`src/rtl/ftdi_fifo_if_pkg.sv`:
```
// Shared types and timing defaults for the FT232H 245-FIFO bridge.
package ftdi_pkg;

    localparam int CNT_W = 4;

    localparam int RD_PULSE_DEF = 4;
    localparam int WR_PULSE_DEF = 4;
    localparam int SETUP_DEF    = 1;
    localparam int RECOVER_DEF  = 3;
    localparam int TURN_DEF     = 2;

    localparam logic [2:0] S_IDLE       = 3'd0;
    localparam logic [2:0] S_RD_STROBE  = 3'd1;
    localparam logic [2:0] S_RD_RECOVER = 3'd2;
    localparam logic [2:0] S_TURN_OUT   = 3'd3;
    localparam logic [2:0] S_WR_SETUP   = 3'd4;
    localparam logic [2:0] S_WR_STROBE  = 3'd5;
    localparam logic [2:0] S_WR_RECOVER = 3'd6;
    localparam logic [2:0] S_TURN_IN    = 3'd7;

    typedef enum logic [2:0] {
        ST_IDLE       = S_IDLE,
        ST_RD_STROBE  = S_RD_STROBE,
        ST_RD_RECOVER = S_RD_RECOVER,
        ST_TURN_OUT   = S_TURN_OUT,
        ST_WR_SETUP   = S_WR_SETUP,
        ST_WR_STROBE  = S_WR_STROBE,
        ST_WR_RECOVER = S_WR_RECOVER,
        ST_TURN_IN    = S_TURN_IN
    } ftdi_state_t;

endpackage

```
`src/rtl/ftdi_fifo_if_if.sv`:
```
// Internal byte streams between the FTDI bridge (slave) and the LaserDrop core (master).
interface ftdi_stream_if;
    logic [7:0] rx_data;
    logic       rx_valid;
    logic       rx_ready;
    logic [7:0] tx_data;
    logic       tx_valid;
    logic       tx_ready;

    modport master (input rx_data, rx_valid, tx_ready, output rx_ready, tx_data, tx_valid);
    modport slave  (output rx_data, rx_valid, tx_ready, input rx_ready, tx_data, tx_valid);
endinterface

```
`src/rtl/ftdi_fifo_if_sync2.sv`:
```
// Two-flop synchroniser for an active-low asynchronous flag; resets to inactive (1).
module sync2 (
    input  logic clock,
    input  logic reset,
    input  logic d,
    output logic q
);
    logic meta_r;
    logic sync_r;

    // Metastability chain.
    always_ff @(posedge clock) begin
        if (reset) begin
            meta_r <= 1'b1;
            sync_r <= 1'b1;
        end else begin
            meta_r <= d;
            sync_r <= meta_r;
        end
    end

    assign q = sync_r;
endmodule

```
`src/rtl/ftdi_fifo_if.sv`:
```
// FT232H 245-FIFO pin bridge to one-entry rx/tx byte streams.
// Every FTDI pin output is registered from the next FSM state.
module ftdi_fifo_if
    import ftdi_pkg::*;
#(
    parameter int RD_PULSE_CYCLES = RD_PULSE_DEF,
    parameter int WR_PULSE_CYCLES = WR_PULSE_DEF,
    parameter int SETUP_CYCLES    = SETUP_DEF,
    parameter int RECOVER_CYCLES  = RECOVER_DEF,
    parameter int TURN_CYCLES     = TURN_DEF
) (
    input  logic         clock,
    input  logic         reset,
    input  logic         rxf_n,
    input  logic         txe_n,
    input  logic [7:0]   adbus_in,
    output logic [7:0]   adbus_out,
    output logic         adbus_tri,
    output logic         ftdi_rd_n,
    output logic         ftdi_wr_n,
    ftdi_stream_if.slave strm,
    output logic         busy
);
    localparam logic [CNT_W-1:0] CNT_ZERO = {CNT_W{1'b0}};
    localparam logic [CNT_W-1:0] CNT_ONE  = {{(CNT_W-1){1'b0}}, 1'b1};

    ftdi_state_t      state_r, state_nxt_s;
    logic [CNT_W-1:0] cnt_r;
    logic             cnt_done_s;
    logic             rxf_s, txe_s;
    logic             rd_elig_s, wr_elig_s;
    logic             last_rd_r;
    logic [7:0]       rx_data_r, tx_buf_r, adbus_out_r;
    logic             rx_valid_r, tx_ready_r;
    logic             rd_n_r, wr_n_r, tri_r, busy_r;

    // RD_RECOVER is one short: the following IDLE cycle completes the strobe-high gap.
    function automatic logic [CNT_W-1:0] entry_count(input ftdi_state_t st);
        case (st)
            ST_RD_STROBE:  entry_count = CNT_W'(RD_PULSE_CYCLES - 1);
            ST_RD_RECOVER: entry_count = CNT_W'(RECOVER_CYCLES - 2);
            ST_TURN_OUT:   entry_count = CNT_W'(TURN_CYCLES - 1);
            ST_WR_SETUP:   entry_count = CNT_W'(SETUP_CYCLES - 1);
            ST_WR_STROBE:  entry_count = CNT_W'(WR_PULSE_CYCLES - 1);
            ST_TURN_IN:    entry_count = CNT_W'(RECOVER_CYCLES - 1);
            default:       entry_count = CNT_ZERO;
        endcase
    endfunction

    sync2 u_sync_rxf (.clock(clock), .reset(reset), .d(rxf_n), .q(rxf_s));
    sync2 u_sync_txe (.clock(clock), .reset(reset), .d(txe_n), .q(txe_s));

    assign cnt_done_s = (cnt_r == CNT_ZERO);
    assign rd_elig_s  = !rxf_s && (!rx_valid_r || strm.rx_ready);
    assign wr_elig_s  = !txe_s && !tx_ready_r;

    // Next-state decode; flags are only looked at in IDLE.
    always_comb begin
        state_nxt_s = state_r;
        case (state_r)
            ST_IDLE: begin
                if (rd_elig_s && wr_elig_s) begin
                    state_nxt_s = last_rd_r ? ST_TURN_OUT : ST_RD_STROBE;
                end else if (rd_elig_s) begin
                    state_nxt_s = ST_RD_STROBE;
                end else if (wr_elig_s) begin
                    state_nxt_s = ST_TURN_OUT;
                end else begin
                    state_nxt_s = ST_IDLE;
                end
            end
            ST_RD_STROBE:  state_nxt_s = cnt_done_s ? ST_RD_RECOVER : ST_RD_STROBE;
            ST_RD_RECOVER: state_nxt_s = cnt_done_s ? ST_IDLE       : ST_RD_RECOVER;
            ST_TURN_OUT:   state_nxt_s = cnt_done_s ? ST_WR_SETUP   : ST_TURN_OUT;
            ST_WR_SETUP:   state_nxt_s = cnt_done_s ? ST_WR_STROBE  : ST_WR_SETUP;
            ST_WR_STROBE:  state_nxt_s = cnt_done_s ? ST_WR_RECOVER : ST_WR_STROBE;
            ST_WR_RECOVER: state_nxt_s = ST_TURN_IN;
            ST_TURN_IN:    state_nxt_s = cnt_done_s ? ST_IDLE       : ST_TURN_IN;
            default:       state_nxt_s = ST_IDLE;
        endcase
    end

    // State, shared timing counter and round-robin bit.
    always_ff @(posedge clock) begin
        if (reset) begin
            state_r   <= ST_IDLE;
            cnt_r     <= CNT_ZERO;
            last_rd_r <= 1'b0;
        end else begin
            state_r <= state_nxt_s;
            if (state_nxt_s != state_r) begin
                cnt_r <= entry_count(state_nxt_s);
            end else if (!cnt_done_s) begin
                cnt_r <= cnt_r - CNT_ONE;
            end else begin
                cnt_r <= cnt_r;
            end
            if (state_r == ST_RD_STROBE && cnt_done_s) begin
                last_rd_r <= 1'b1;
            end else if (state_r == ST_WR_RECOVER) begin
                last_rd_r <= 1'b0;
            end else begin
                last_rd_r <= last_rd_r;
            end
        end
    end

    // Pin outputs decoded from the next state so they change with the state itself.
    always_ff @(posedge clock) begin
        if (reset) begin
            rd_n_r      <= 1'b1;
            wr_n_r      <= 1'b1;
            tri_r       <= 1'b0;
            busy_r      <= 1'b0;
            adbus_out_r <= 8'h00;
        end else begin
            rd_n_r <= (state_nxt_s != ST_RD_STROBE);
            wr_n_r <= (state_nxt_s != ST_WR_STROBE);
            tri_r  <= (state_nxt_s == ST_WR_SETUP) || (state_nxt_s == ST_WR_STROBE) ||
                      (state_nxt_s == ST_WR_RECOVER);
            busy_r <= (state_nxt_s != ST_IDLE);
            if (state_r == ST_TURN_OUT) begin
                adbus_out_r <= tx_buf_r;
            end else begin
                adbus_out_r <= adbus_out_r;
            end
        end
    end

    // One-entry RX and TX holding registers.
    always_ff @(posedge clock) begin
        if (reset) begin
            rx_data_r  <= 8'h00;
            rx_valid_r <= 1'b0;
            tx_buf_r   <= 8'h00;
            tx_ready_r <= 1'b1;
        end else begin
            if (state_r == ST_RD_STROBE && cnt_done_s) begin
                rx_data_r  <= adbus_in;
                rx_valid_r <= 1'b1;
            end else if (strm.rx_ready) begin
                rx_data_r  <= rx_data_r;
                rx_valid_r <= 1'b0;
            end else begin
                rx_data_r  <= rx_data_r;
                rx_valid_r <= rx_valid_r;
            end
            if (state_r == ST_WR_RECOVER) begin
                tx_buf_r   <= tx_buf_r;
                tx_ready_r <= 1'b1;
            end else if (strm.tx_valid && tx_ready_r) begin
                tx_buf_r   <= strm.tx_data;
                tx_ready_r <= 1'b0;
            end else begin
                tx_buf_r   <= tx_buf_r;
                tx_ready_r <= tx_ready_r;
            end
        end
    end

    assign ftdi_rd_n     = rd_n_r;
    assign ftdi_wr_n     = wr_n_r;
    assign adbus_tri     = tri_r;
    assign adbus_out     = adbus_out_r;
    assign busy          = busy_r;
    assign strm.rx_data  = rx_data_r;
    assign strm.rx_valid = rx_valid_r;
    assign strm.tx_ready = tx_ready_r;
endmodule

```
`src/flat_wrapper.sv`:
```
// flat-port wrapper written by rule: the top's interface ports become plain ports
module ftdi_fifo_if_flat import ftdi_pkg::*;
#(
    parameter int RD_PULSE_CYCLES = RD_PULSE_DEF,
    parameter int WR_PULSE_CYCLES = WR_PULSE_DEF,
    parameter int SETUP_CYCLES    = SETUP_DEF,
    parameter int RECOVER_CYCLES  = RECOVER_DEF,
    parameter int TURN_CYCLES     = TURN_DEF
)
  (clock, reset, rxf_n, txe_n, adbus_in, adbus_out, adbus_tri, ftdi_rd_n, ftdi_wr_n, busy, strm_rx_data, strm_rx_valid, strm_tx_ready, strm_rx_ready, strm_tx_data, strm_tx_valid);
  ftdi_stream_if strm_i ();
  input  logic clock;
  input  logic reset;
  input  logic rxf_n;
  input  logic txe_n;
  input  logic [7:0] adbus_in;
  output logic [7:0] adbus_out;
  output logic adbus_tri;
  output logic ftdi_rd_n;
  output logic ftdi_wr_n;
  output logic busy;
  output wire logic [$bits(strm_i.rx_data)-1:0] strm_rx_data;
  output wire logic [$bits(strm_i.rx_valid)-1:0] strm_rx_valid;
  output wire logic [$bits(strm_i.tx_ready)-1:0] strm_tx_ready;
  input wire logic [$bits(strm_i.rx_ready)-1:0] strm_rx_ready;
  input wire logic [$bits(strm_i.tx_data)-1:0] strm_tx_data;
  input wire logic [$bits(strm_i.tx_valid)-1:0] strm_tx_valid;
  assign strm_rx_data = strm_i.rx_data;
  assign strm_rx_valid = strm_i.rx_valid;
  assign strm_tx_ready = strm_i.tx_ready;
  assign strm_i.rx_ready = strm_rx_ready;
  assign strm_i.tx_data = strm_tx_data;
  assign strm_i.tx_valid = strm_tx_valid;
  ftdi_fifo_if #(.RD_PULSE_CYCLES(RD_PULSE_CYCLES), .WR_PULSE_CYCLES(WR_PULSE_CYCLES), .SETUP_CYCLES(SETUP_CYCLES), .RECOVER_CYCLES(RECOVER_CYCLES), .TURN_CYCLES(TURN_CYCLES)) u_core (.clock(clock), .reset(reset), .rxf_n(rxf_n), .txe_n(txe_n), .adbus_in(adbus_in), .adbus_out(adbus_out), .adbus_tri(adbus_tri), .ftdi_rd_n(ftdi_rd_n), .ftdi_wr_n(ftdi_wr_n), .strm(strm_i), .busy(busy));
endmodule
```
`config.mk`:
```
export PLATFORM = sky130hd
export DESIGN_NAME = ftdi_fifo_if_flat
export DESIGN_NICKNAME = d
export VERILOG_FILES = /design/src/rtl/ftdi_fifo_if_pkg.sv /design/src/rtl/ftdi_fifo_if_if.sv /design/src/rtl/ftdi_fifo_if_sync2.sv /design/src/rtl/ftdi_fifo_if.sv /design/src/flat_wrapper.sv
export SDC_FILE = /design/constraint.sdc
export NUM_CORES = 1
export LEC_CHECK = 0
export CELL_PAD_IN_SITES_DETAIL_PLACEMENT = 2
export CELL_PAD_IN_SITES_GLOBAL_PLACEMENT = 2
export CORE_UTILIZATION = 28
export DETAILED_ROUTE_END_ITERATION = 8
export PLACE_DENSITY = 0.88
export SLEW_MARGIN = 20
export SYNTH_ARGS = -nofsm -noshare
export SYNTH_HDL_FRONTEND = slang
export SYNTH_SLANG_ARGS = --single-unit
```
`constraint.sdc`:
```
create_clock -name clock -period 2.1 [get_ports clock]
set_input_delay 0.63 -clock clock [delete_from_list [all_inputs] [get_ports clock]]
set_output_delay 0.63 -clock clock [all_outputs]
set_load 0.01 [all_outputs]
```
==> impl_metrics.toml <==
[synth]
ys_top_cells_by_count = "dfxtp_1, nor2_1, nand2_1"
synth_fp_nets = 200
avgSynthCellArea_um2 = 9.366
synthTopCellsByArea = "dfxtp_1, mux2i_1, nor2_1, nand2_1, a21oi_1"
ys_async_sr_fraction_pct = 0
yosysTopAreaCellShare_pct = 50.72
synth-edff-count = 0
netlist_area_um2 = 1658
synth_top_cell_by_area = "dfxtp_1"
yosys_warnings = 0
syn-instance-count = 177
ys_types = 38
yosysSeqAreaShare_pct = 50.72
ys.flop_type = "dfxtp_1"
synth_most_common_cell = "dfxtp_1"
synth_seq_cells = 42

[critical_path]
cp.required_ps = 2270
cp-end-kind = "flip-flop"
rrSetupSlack_ps = 110
cp-start-kind = "input pin"
critical_path_class = "input pin to flip-flop"
crit_fanout = 3
worst_ep_arrival_time_ps = 2210

[route]
via_count = 1429
dr.pass1.iters = 4
ant_nets = 0
routed_wl_um = 4385
drt_iter0_drc = 41
drc_errors = 0
wl_per_cell_um = 14.57
vias_per_cell = 4.748

[timing]
setup_viol = 0
tightest_slew_ps = 524.7
fmax_mhz = 491.9
max_slew_margin_pct = 64.92
finalClockSkew_ps = 5.745
hold_violations = 0
period_share_pct = 96.80
slew_violations = 0
hold_ws_ps = 418.8
fin_ws_ps = 67.15
rsz0062_at_grt = "no"
period_minus_slack_ps = 2033

[finish]
nFillCells = 629
syn_to_final_growth_pct = 41.81
final_area_um2 = 2351
layout.cells.non_filler = 301
drive_above_1_share_pct = 12.66
seq_area_um2 = 840.8
antennaDiodeCount = 0
multi_input_area_um2 = 767.0
utilization_pct = 41.92
final_net_count = 252

[global_route]
grt_use_total_pct = 15.75
grt_pass1_vias = 1517
grt_max_degree = 29
grt_first_pass_wirelength_um = 7465
grt_overflow_total = 0
antenna_found_initial = 0

[floorplanning]
die_h_um = 78.95
die_area_um2 = 6232
fp-row-count = 27
ios = 44
start_util_pct = 29.56
die_w_um = 78.95
core_area_um2 = 5608

[pwr]
p_leak_nw = 0.9481
power_density_nw_per_um2 = 943.6
ir_worst_vdd_mv = 0.3964

[clocking]
postCtsHoldBufs = 0
cts.htree.levels = 2
root_buffer = "clkbuf_8"
cts_tree = "built"
clk_latency_ps = 290
cts-resized-gates = 0
cts_setup_buffers = 0
cts_sinks = 42
clockBufferDepth = 2
numCtsBuffers = 5
clk_pin_slew_ps = 80

[outcome]
status = "finished, final reports clean"

[flow_run]
drv_cap = 0

[placement]
place_congestion = 0.7570
placedCellCount = 294
place_area_um2 = 2236
port_buffers = 43
place_ws_ps = -181.8
dp_hpwl_um = 3089

[worst_hold_path]
hold_class = "flip-flop to flip-flop"
-- area by class of cell --
type / count / share of cell area, %
Sequential cell: 42 / 35.76
Multi-Input combinational cell: 122 / 32.62
Timing Repair Buffer: 54 / 22.35
Tap cell: 72 / 3.832
Clock buffer: 6 / 3.513
Clock inverter: 1 / 1.277
Inverter: 4 / 0.6386
-- sequential cells by signal, summed over array words and instances (netlist names), 3 cells and up --
name                 flops
u_core.state_r           3
u_core.adbus_out         8
u_core.tx_buf_r          8
u_core.cnt_r             4
u_core.strm.rx_data      8
-- layout by cell type, fill, tap and decap left out, types with 2 or more instances in the layout --
master,count
a211o_1,2
a21oi_1,13
a31oi_1,3
buf_4,10
clkbuf_8,6
clkdlybuf4s50_1,43
dfxtp_1,42
inv_1,4
mux2i_1,16
nand2_1,21
nand2b_1,2
nand3_1,2
nand3b_1,4
nor2_1,25
nor3_1,2
nor4_1,2
o21ai_1,2
o21bai_1,2
or2_2,4
or3_1,3
-- power by group --
part / internal, mW / total [mW] / switching (mW)
clock network: 0.380 / 0.650 / 0.269
registers: 0.876 / 0.951 / 0.0750
logic: 0.305 / 0.618 / 0.313
total: 1.56 / 2.22 / 0.658
-- kinds of logic (layout without fill, tap and decap cells) --
group,Yosys count,count (layout),synth area share [%]
AOI/OAI and AO/OA,31,31,13.28
xor gates and xnor gates,1,1,0.5284
adders and majority gates,1,1,0.7546
buffers and inverters,13,65,3.169
DFF,42,42,50.72
muxes,16,16,9.660
and+or+nand+nor,73,73,21.89
-- per-stage QoR --
stage	setup TNS, ps	power (mW)
after CTS	0	2.264
after floorplan	0	1.346
after global routing	0	2.364
after detailed placement	-963.3	1.585
final	0	2.218
after global placement	-648.6	1.560
-- final timing paths --
path / start / endpoint / depth (start not counted)
worst max-delay path: strm_rx_ready / u_core.ftdi_rd_n / 6
worst min-delay path: u_core.u_sync_txe.meta_r / u_core.u_sync_txe.q / 1
worst max register to register: u_core.cnt_r[0] / u_core.ftdi_rd_n / 7
worst min register to register: u_core.u_sync_txe.meta_r / u_core.u_sync_txe.q / 1
-- layer usage --
layer	wire length (µm)	up-vias	global-route usage, %
li1	-	704	-
met1	1877	677	18.81
met2	2179	38	26.09
met3	210	10	3.908
met4	118	0	8.182
met5	0	-	0
-- critical path, stage by stage --
cell and delay (ps):
clkdlybuf4s50_1 470, nor2b_2 70, o22a_1 200, o31ai_1 320, o21ai_1 140, or3_1 380
Power figures use the tool's default switching activity.
